`src/rtl/jt12_timers_ab_if.sv`:
```
// Control/status bundle between the CPU register file and the Timer A/B block.
interface jt12_timers_ab_if;
  logic       clk_en;
  logic [9:0] value_A;
  logic [7:0] value_B;
  logic       load_A;
  logic       load_B;
  logic       enable_irq_A;
  logic       enable_irq_B;
  logic       clr_flag_A;
  logic       clr_flag_B;
  logic       flag_A;
  logic       flag_B;
  logic       overflow_A;
  logic       irq_n;

  modport master (
    output clk_en, value_A, value_B, load_A, load_B,
           enable_irq_A, enable_irq_B, clr_flag_A, clr_flag_B,
    input  flag_A, flag_B, overflow_A, irq_n
  );

  modport slave (
    input  clk_en, value_A, value_B, load_A, load_B,
           enable_irq_A, enable_irq_B, clr_flag_A, clr_flag_B,
    output flag_A, flag_B, overflow_A, irq_n
  );
endinterface

```
`src/rtl/jt12_timers_ab.sv`:
```
// OPN Timer A (10-bit) and Timer B (8-bit, /B_DIV prescaled) with sticky flags and IRQ.
module jt12_timers_ab #(
  parameter int SLOT_DIV = 24,
  parameter int B_DIV    = 16
) (
  input  logic             clk,
  input  logic             rst,
  jt12_timers_ab_if.slave  tmr
);
  localparam logic [4:0] PRE_LAST = 5'(SLOT_DIV - 1);
  localparam logic [3:0] SUB_LAST = 4'(B_DIV - 1);

  logic [4:0] pre_q,   pre_d;
  logic [3:0] sub_b_q, sub_b_d;
  logic [9:0] cnt_a_q, cnt_a_d;
  logic [7:0] cnt_b_q, cnt_b_d;
  logic       last_a_q, last_b_q;
  logic       flag_a_q, flag_a_d;
  logic       flag_b_q, flag_b_d;
  logic       ovf_a_q,  ovf_a_d;

  logic tick, rise_a, rise_b, step_b, ovf_b;

  assign tick   = tmr.clk_en && (pre_q == PRE_LAST);
  assign rise_a = tmr.load_A && !last_a_q;
  assign rise_b = tmr.load_B && !last_b_q;
  // A load edge swallows a coincident tick, so no overflow can happen on it
  assign ovf_a_d = tmr.load_A && !rise_a && tick && (cnt_a_q == 10'h3ff);
  assign step_b  = tmr.load_B && !rise_b && tick && (sub_b_q == SUB_LAST);
  assign ovf_b   = step_b && (cnt_b_q == 8'hff);

  always_comb begin
    pre_d = pre_q;
    if (tmr.clk_en) pre_d = tick ? 5'd0 : pre_q + 5'd1;

    cnt_a_d = cnt_a_q;
    if (rise_a)                     cnt_a_d = tmr.value_A;
    else if (ovf_a_d)               cnt_a_d = tmr.value_A;
    else if (tmr.load_A && tick)    cnt_a_d = cnt_a_q + 10'd1;

    sub_b_d = sub_b_q;
    cnt_b_d = cnt_b_q;
    if (rise_b) begin
      sub_b_d = 4'd0;
      cnt_b_d = tmr.value_B;
    end else if (tmr.load_B && tick) begin
      sub_b_d = step_b ? 4'd0 : sub_b_q + 4'd1;
      if (step_b) cnt_b_d = ovf_b ? tmr.value_B : cnt_b_q + 8'd1;
    end

    // set beats a coincident clear
    flag_a_d = flag_a_q;
    if (ovf_a_d && tmr.enable_irq_A) flag_a_d = 1'b1;
    else if (tmr.clr_flag_A)         flag_a_d = 1'b0;

    flag_b_d = flag_b_q;
    if (ovf_b && tmr.enable_irq_B)   flag_b_d = 1'b1;
    else if (tmr.clr_flag_B)         flag_b_d = 1'b0;
  end

  always_ff @(posedge clk) begin
    if (rst) begin
      pre_q    <= '0;
      sub_b_q  <= '0;
      cnt_a_q  <= '0;
      cnt_b_q  <= '0;
      last_a_q <= 1'b0;
      last_b_q <= 1'b0;
      flag_a_q <= 1'b0;
      flag_b_q <= 1'b0;
      ovf_a_q  <= 1'b0;
    end else begin
      pre_q    <= pre_d;
      sub_b_q  <= sub_b_d;
      cnt_a_q  <= cnt_a_d;
      cnt_b_q  <= cnt_b_d;
      last_a_q <= tmr.load_A;
      last_b_q <= tmr.load_B;
      flag_a_q <= flag_a_d;
      flag_b_q <= flag_b_d;
      ovf_a_q  <= ovf_a_d;
    end
  end

  assign tmr.flag_A     = flag_a_q;
  assign tmr.flag_B     = flag_b_q;
  assign tmr.overflow_A = ovf_a_q;
  assign tmr.irq_n      = ~(flag_a_q | flag_b_q);
endmodule
```
`src/flat_wrapper.sv`:
```
// flat-port wrapper written by rule: the top's interface ports become plain ports
module jt12_timers_ab_flat 
#(
  parameter int SLOT_DIV = 24,
  parameter int B_DIV    = 16
)
  (clk, rst, tmr_clk_en, tmr_value_A, tmr_value_B, tmr_load_A, tmr_load_B, tmr_enable_irq_A, tmr_enable_irq_B, tmr_clr_flag_A, tmr_clr_flag_B, tmr_flag_A, tmr_flag_B, tmr_overflow_A, tmr_irq_n);
  jt12_timers_ab_if tmr_i ();
  input  logic clk;
  input  logic rst;
  input wire logic [$bits(tmr_i.clk_en)-1:0] tmr_clk_en;
  input wire logic [$bits(tmr_i.value_A)-1:0] tmr_value_A;
  input wire logic [$bits(tmr_i.value_B)-1:0] tmr_value_B;
  input wire logic [$bits(tmr_i.load_A)-1:0] tmr_load_A;
  input wire logic [$bits(tmr_i.load_B)-1:0] tmr_load_B;
  input wire logic [$bits(tmr_i.enable_irq_A)-1:0] tmr_enable_irq_A;
  input wire logic [$bits(tmr_i.enable_irq_B)-1:0] tmr_enable_irq_B;
  input wire logic [$bits(tmr_i.clr_flag_A)-1:0] tmr_clr_flag_A;
  input wire logic [$bits(tmr_i.clr_flag_B)-1:0] tmr_clr_flag_B;
  output wire logic [$bits(tmr_i.flag_A)-1:0] tmr_flag_A;
  output wire logic [$bits(tmr_i.flag_B)-1:0] tmr_flag_B;
  output wire logic [$bits(tmr_i.overflow_A)-1:0] tmr_overflow_A;
  output wire logic [$bits(tmr_i.irq_n)-1:0] tmr_irq_n;
  assign tmr_i.clk_en = tmr_clk_en;
  assign tmr_i.value_A = tmr_value_A;
  assign tmr_i.value_B = tmr_value_B;
  assign tmr_i.load_A = tmr_load_A;
  assign tmr_i.load_B = tmr_load_B;
  assign tmr_i.enable_irq_A = tmr_enable_irq_A;
  assign tmr_i.enable_irq_B = tmr_enable_irq_B;
  assign tmr_i.clr_flag_A = tmr_clr_flag_A;
  assign tmr_i.clr_flag_B = tmr_clr_flag_B;
  assign tmr_flag_A = tmr_i.flag_A;
  assign tmr_flag_B = tmr_i.flag_B;
  assign tmr_overflow_A = tmr_i.overflow_A;
  assign tmr_irq_n = tmr_i.irq_n;
  jt12_timers_ab #(.SLOT_DIV(SLOT_DIV), .B_DIV(B_DIV)) u_core (.clk(clk), .rst(rst), .tmr(tmr_i));
endmodule
```
`config.mk`:
```
export PLATFORM = sky130hd
export DESIGN_NAME = jt12_timers_ab_flat
export DESIGN_NICKNAME = d
export VERILOG_FILES = /design/src/rtl/jt12_timers_ab_if.sv /design/src/rtl/jt12_timers_ab.sv /design/src/flat_wrapper.sv
export SDC_FILE = /design/constraint.sdc
export NUM_CORES = 1
export LEC_CHECK = 0
export BUFFER_PORTS_ARGS = -buffer_cell sky130_fd_sc_hd__buf_4
export CORE_MARGIN = 8
export CORE_UTILIZATION = 55
export DETAILED_ROUTE_END_ITERATION = 8
export PLACE_DENSITY = 0.8
export SLEW_MARGIN = 20
export SYNTH_ARGS = -nofsm -noshare
export SYNTH_HDL_FRONTEND = slang
export SYNTH_SLANG_ARGS = --single-unit
```
`constraint.sdc`:
```
create_clock -name clk -period 2.5 [get_ports clk]
set_input_delay 0.625 -clock clk [delete_from_list [all_inputs] [get_ports clk]]
set_output_delay 0.625 -clock clk [all_outputs]
set_load 0.05 [all_outputs]
```
==> PnR_summary.wiki <==
{| class="wikitable"
! Metric !! Value
|-
| Clock sink count || 32
|-
| Syn Inst Count || 215
|-
| Setup slack of the most critical reg-to-reg path || 0.37 ns
|-
| Final worst path period share || 85.35%
|-
| Normalized max-slew margin || 63.45%
|-
| Netlist Area Pre-Place || 1764 um2
|-
| Number of antenna violations at the first check in global routing || 0
|-
| Num CTS Buffers || 5
|-
| CP bufs+invs || 0
|-
| Number of detailed-routing iterations run before antenna repair || 4
|-
| Number of vias per cell || just under 6
|-
| Inserted Diodes || 0
|-
| Area delta synth->final || 18.79%
|-
| Worst Tran Pin Value || 0.5458 ns
|-
| Worst-case clock buffer depth || 2
|-
| Count of pins on the block boundary || 31
|-
| Setup TNS || 0 ns
|-
| Routed wire per std cell || roughly 14 um
|-
| DRC violation total after the first TritonRoute iteration || 137
|-
| Crit end category || flop
|-
| Leakage Power || 0.0008372 uW
|-
| Clock slew at the register clock pins of the worst setup and hold paths || about 0.1 ns
|-
| Maximum number of pins on one net before global-route repair || 29
|-
| Placeable core region || 3053 um2
|-
| Initial core utilization || ~58%
|-
| Root Driver || sky130_fd_sc_hd__clkbuf_4
|-
| Areal power density over the cells || 475.4 nW/um2
|-
| Overall overflow remaining after global route || 0
|-
| Worst Path Required || 2.75 ns
|-
| Detailed Route WL || 4005 um
|-
| Ratio of cells with drive above 1 in the final layout || about a fifth
|-
| Pre-CTS setup slack || between 0.2 and 0.3 ns
|-
| Layout Skew || about 0.0055 ns
|-
| Ordered list of cells on the worst path || ha_1 > nand4b_2 > or4_1 > o21ai_4 > nor3_2 > nor4_2
|-
| Total area of multi-input combinational cells || ~1100 um2
|-
| Top cell family by delay on the critical path || simple AND/OR/NAND/NOR gates
|-
| CTS tree || done
|-
| Final core area utilization || 68.65%
|-
| Unrepaired setup endpoints after global routing || no
|-
| Number of distinct standard cells referenced by the synthesized netlist || 43
|-
| PortBufs || 30
|-
| Final min period || 2.134 ns
|-
| Maximum achievable frequency || 468.7 MHz
|-
| Horizontal die dimension || 72.64 um
|-
| Fillers || 291
|-
| Overall global routing resource usage || 15.83%
|-
| Max rail drop VDD || 0.0002748 V
|-
| Height of the die || a little over 70 um
|-
| Total power consumption of the routed design || 996.3 uW
|-
| CP max-delay cell || sky130_fd_sc_hd__or4_1
|-
| Count of H-tree levels built during CTS || 2
|-
| Critical path class || flop to flop
|-
| Path category of the worst min-delay check || input pin to flop
|-
| Antenna Violating Nets Remaining || 0
|-
| DR vias || 1717
|-
| Share of the yosys chip area belonging to registers || 36.31%
|-
| Number of nets in the final layout || 279
|-
| Clock latency of the later-clocked register in the worst-skew pair || 0.33 ns
|-
| Post-synthesis average cell area || 8.206 um2
|-
| Number of hold buffers added after CTS || 0
|-
| Slowest stage delay, CP || 0.64 ns
|-
| Flip-flop and latch count after synthesis || 32
|-
| Die Footprint || roughly 5300 um2
|-
| Slew Viols, Final || 0
|-
| Net count of the mapped netlist || roughly 250
|-
| Crit-path max FO || 9
|-
| Post-route worst setup slack || 0.3662 ns
|-
| Number of placement rows || 20
|-
| Endpoint arrival time on the critical path || 2.38 ns
|-
| DP HPWL || 2971 um
|-
| Detailed-route DRC error count || 0
|-
| Crit path launch type || flop
|-
| Finish-stage setup viols || 0
|-
| Flip-flop and latch area || around 640 um2
|-
| Max-capacitance violation count || 0
|-
| Count of instances resized after the clock tree is built || 0
|-
| Weighted congestion reported at the end of routability-driven placement || between 0.8 and 0.9
|-
| Syn. warnings || 0
|-
| Global-route wire length before repair || 6713 um
|-
| Status || finished clean
|-
| Number of global-route vias before repair || 1584
|-
| Number of failing hold endpoints at the final stage || 0
|-
| Setup repair bufs after CTS || 0
|}
state kept, by name, summed over array words and instances, names as in the netlist, 4 cells and up:
name / count
u_core.sub_b_q: 4
u_core.pre_q: 5
u_core.cnt_a_q: 10
u_core.cnt_b_q: 8
area by class of cell:
class	instances	share of cell area, %
Clock buffer	8	2.806
Tap cell	44	2.627
Timing Repair Buffer	33	11.82
Multi-Input combinational cell	173	51.64
Sequential cell	32	30.57
Inverter	3	0.5373
worst paths after layout:
| check | cells after the start | end | from |
|---|---|---|---|
| setup reg to reg | 6 | u_core.cnt_a_q[1] | u_core.pre_q[0] |
| hold reg to reg | 2 | u_core.tmr.flag_A | u_core.tmr.flag_A |
| hold / removal | 2 | u_core.cnt_b_q[7] | tmr_value_B[7] |
| setup / recovery | 6 | u_core.cnt_a_q[1] | u_core.pre_q[0] |
worst reg2reg max path, cell delays in order (launching register included):
cell and delay, ns:
sky130_fd_sc_hd__dfxtp_1 0.40, sky130_fd_sc_hd__ha_1 0.24, sky130_fd_sc_hd__nand4b_2 0.19, sky130_fd_sc_hd__or4_1 0.64
sky130_fd_sc_hd__o21ai_4 0.30, sky130_fd_sc_hd__nor3_2 0.07, sky130_fd_sc_hd__nor4_2 0.20
cells in the final DEF, fill, tap and decap left out, types with 5 or more instances in the layout:
master,Yosys,layout
sky130_fd_sc_hd__nand4_1,7,7
sky130_fd_sc_hd__nor3_1,10,10
sky130_fd_sc_hd__buf_4,0,33
sky130_fd_sc_hd__a21oi_1,17,17
sky130_fd_sc_hd__and3_1,7,7
sky130_fd_sc_hd__nand2b_1,6,6
sky130_fd_sc_hd__mux2i_1,5,5
sky130_fd_sc_hd__nand3_1,9,9
sky130_fd_sc_hd__nor2_1,29,29
sky130_fd_sc_hd__clkbuf_4,0,5
sky130_fd_sc_hd__and4_1,6,6
sky130_fd_sc_hd__nand2_1,16,16
sky130_fd_sc_hd__dfxtp_1,32,32
report_power, final:
group | internal (uW) | switching, uW | total [uW]
combinational | 64.9 | 64.6 | 130
sequential | 531 | 22.6 | 553
clock | 139 | 175 | 313
routing by layer:
| layer | vias up | GRT usage [%] | wire length (um) | part of all wire, % |
|---|---|---|---|---|
| li1 | 868 | - | - | - |
| met1 | 805 | 18.90 | 1833 | 46 |
| met2 | 39 | 25.55 | 1870 | 47 |
| met3 | 5 | 4.396 | 246 | 6.1 |
| met4 | 0 | 7.333 | 54 | 1.3 |
| met5 | - | 0 | 0 | 0 |
cell families after synthesis:
group | count (synthesis) | share of synthesized area [%]
flip-flops | 32 | 36.31
multiplexers | 5 | 2.837
AND/OR/NAND/NOR | 110 | 34.33
XOR/XNOR | 5 | 2.483
adder cells (fa/ha/maj) | 4 | 2.837
AO/OA/AOI/OAI | 49 | 18.87
buffers and inverters | 10 | 2.340
per-stage QoR:
stage          hold WS, ns  std cells  cell area [um2]
3_3_place_gp        0.4734        285             2037
5_1_grt             0.4763        293             2096
6_report            0.4875        293             2096
2_1_floorplan       0.4541        215             1764
3_5_place_dp        0.4770        285             2037
4_1_cts             0.4759        293             2096
synthesized netlist by cell type:
cell / instances / area share [%]
sky130_fd_sc_hd__xor2_1: 2 / 0.99
sky130_fd_sc_hd__a21oi_1: 17 / 4.8
sky130_fd_sc_hd__a22oi_1: 3 / 1.3
sky130_fd_sc_hd__nor3_1: 10 / 2.8
sky130_fd_sc_hd__o21bai_1: 1 / 0.43
sky130_fd_sc_hd__nand2b_1: 6 / 2.1
sky130_fd_sc_hd__nor3b_1: 2 / 0.85
sky130_fd_sc_hd__a311o_1: 1 / 0.57
sky130_fd_sc_hd__nand2_1: 16 / 3.4
sky130_fd_sc_hd__o21ai_4: 1 / 0.92
sky130_fd_sc_hd__o21ai_0: 4 / 1.1
sky130_fd_sc_hd__a211oi_2: 1 / 0.71
sky130_fd_sc_hd__a21o_1: 1 / 0.43
sky130_fd_sc_hd__or4_1: 2 / 0.85
sky130_fd_sc_hd__nand4_1: 7 / 2.5
sky130_fd_sc_hd__and3_1: 7 / 2.5
sky130_fd_sc_hd__ha_1: 4 / 2.8
sky130_fd_sc_hd__and4b_1: 1 / 0.57
sky130_fd_sc_hd__buf_2: 3 / 0.85
sky130_fd_sc_hd__o211ai_1: 2 / 0.85
sky130_fd_sc_hd__nor4_1: 1 / 0.35
sky130_fd_sc_hd__a211oi_1: 4 / 1.7
sky130_fd_sc_hd__nor2_1: 29 / 6.2
sky130_fd_sc_hd__or3_1: 2 / 0.71
sky130_fd_sc_hd__nor4_2: 1 / 0.71
sky130_fd_sc_hd__o31ai_1: 2 / 0.85
sky130_fd_sc_hd__a22o_1: 3 / 1.5
sky130_fd_sc_hd__mux2i_1: 5 / 2.8
sky130_fd_sc_hd__dfxtp_1: 32 / 36
sky130_fd_sc_hd__a222oi_1: 1 / 0.57
sky130_fd_sc_hd__and2_1: 2 / 0.71
sky130_fd_sc_hd__nand4b_2: 1 / 0.85
sky130_fd_sc_hd__clkbuf_1: 4 / 0.85
sky130_fd_sc_hd__and4_1: 6 / 3.0
sky130_fd_sc_hd__nor2b_1: 3 / 1.1
sky130_fd_sc_hd__xnor2_1: 3 / 1.5
sky130_fd_sc_hd__inv_1: 3 / 0.64
sky130_fd_sc_hd__o2bb2ai_1: 2 / 0.99
sky130_fd_sc_hd__o22ai_1: 2 / 0.71
sky130_fd_sc_hd__nor2_2: 1 / 0.35
sky130_fd_sc_hd__a31oi_1: 4 / 1.4
sky130_fd_sc_hd__nor3_2: 4 / 2.3
sky130_fd_sc_hd__nand3_1: 9 / 2.6
Power figures use the tool's default switching activity.
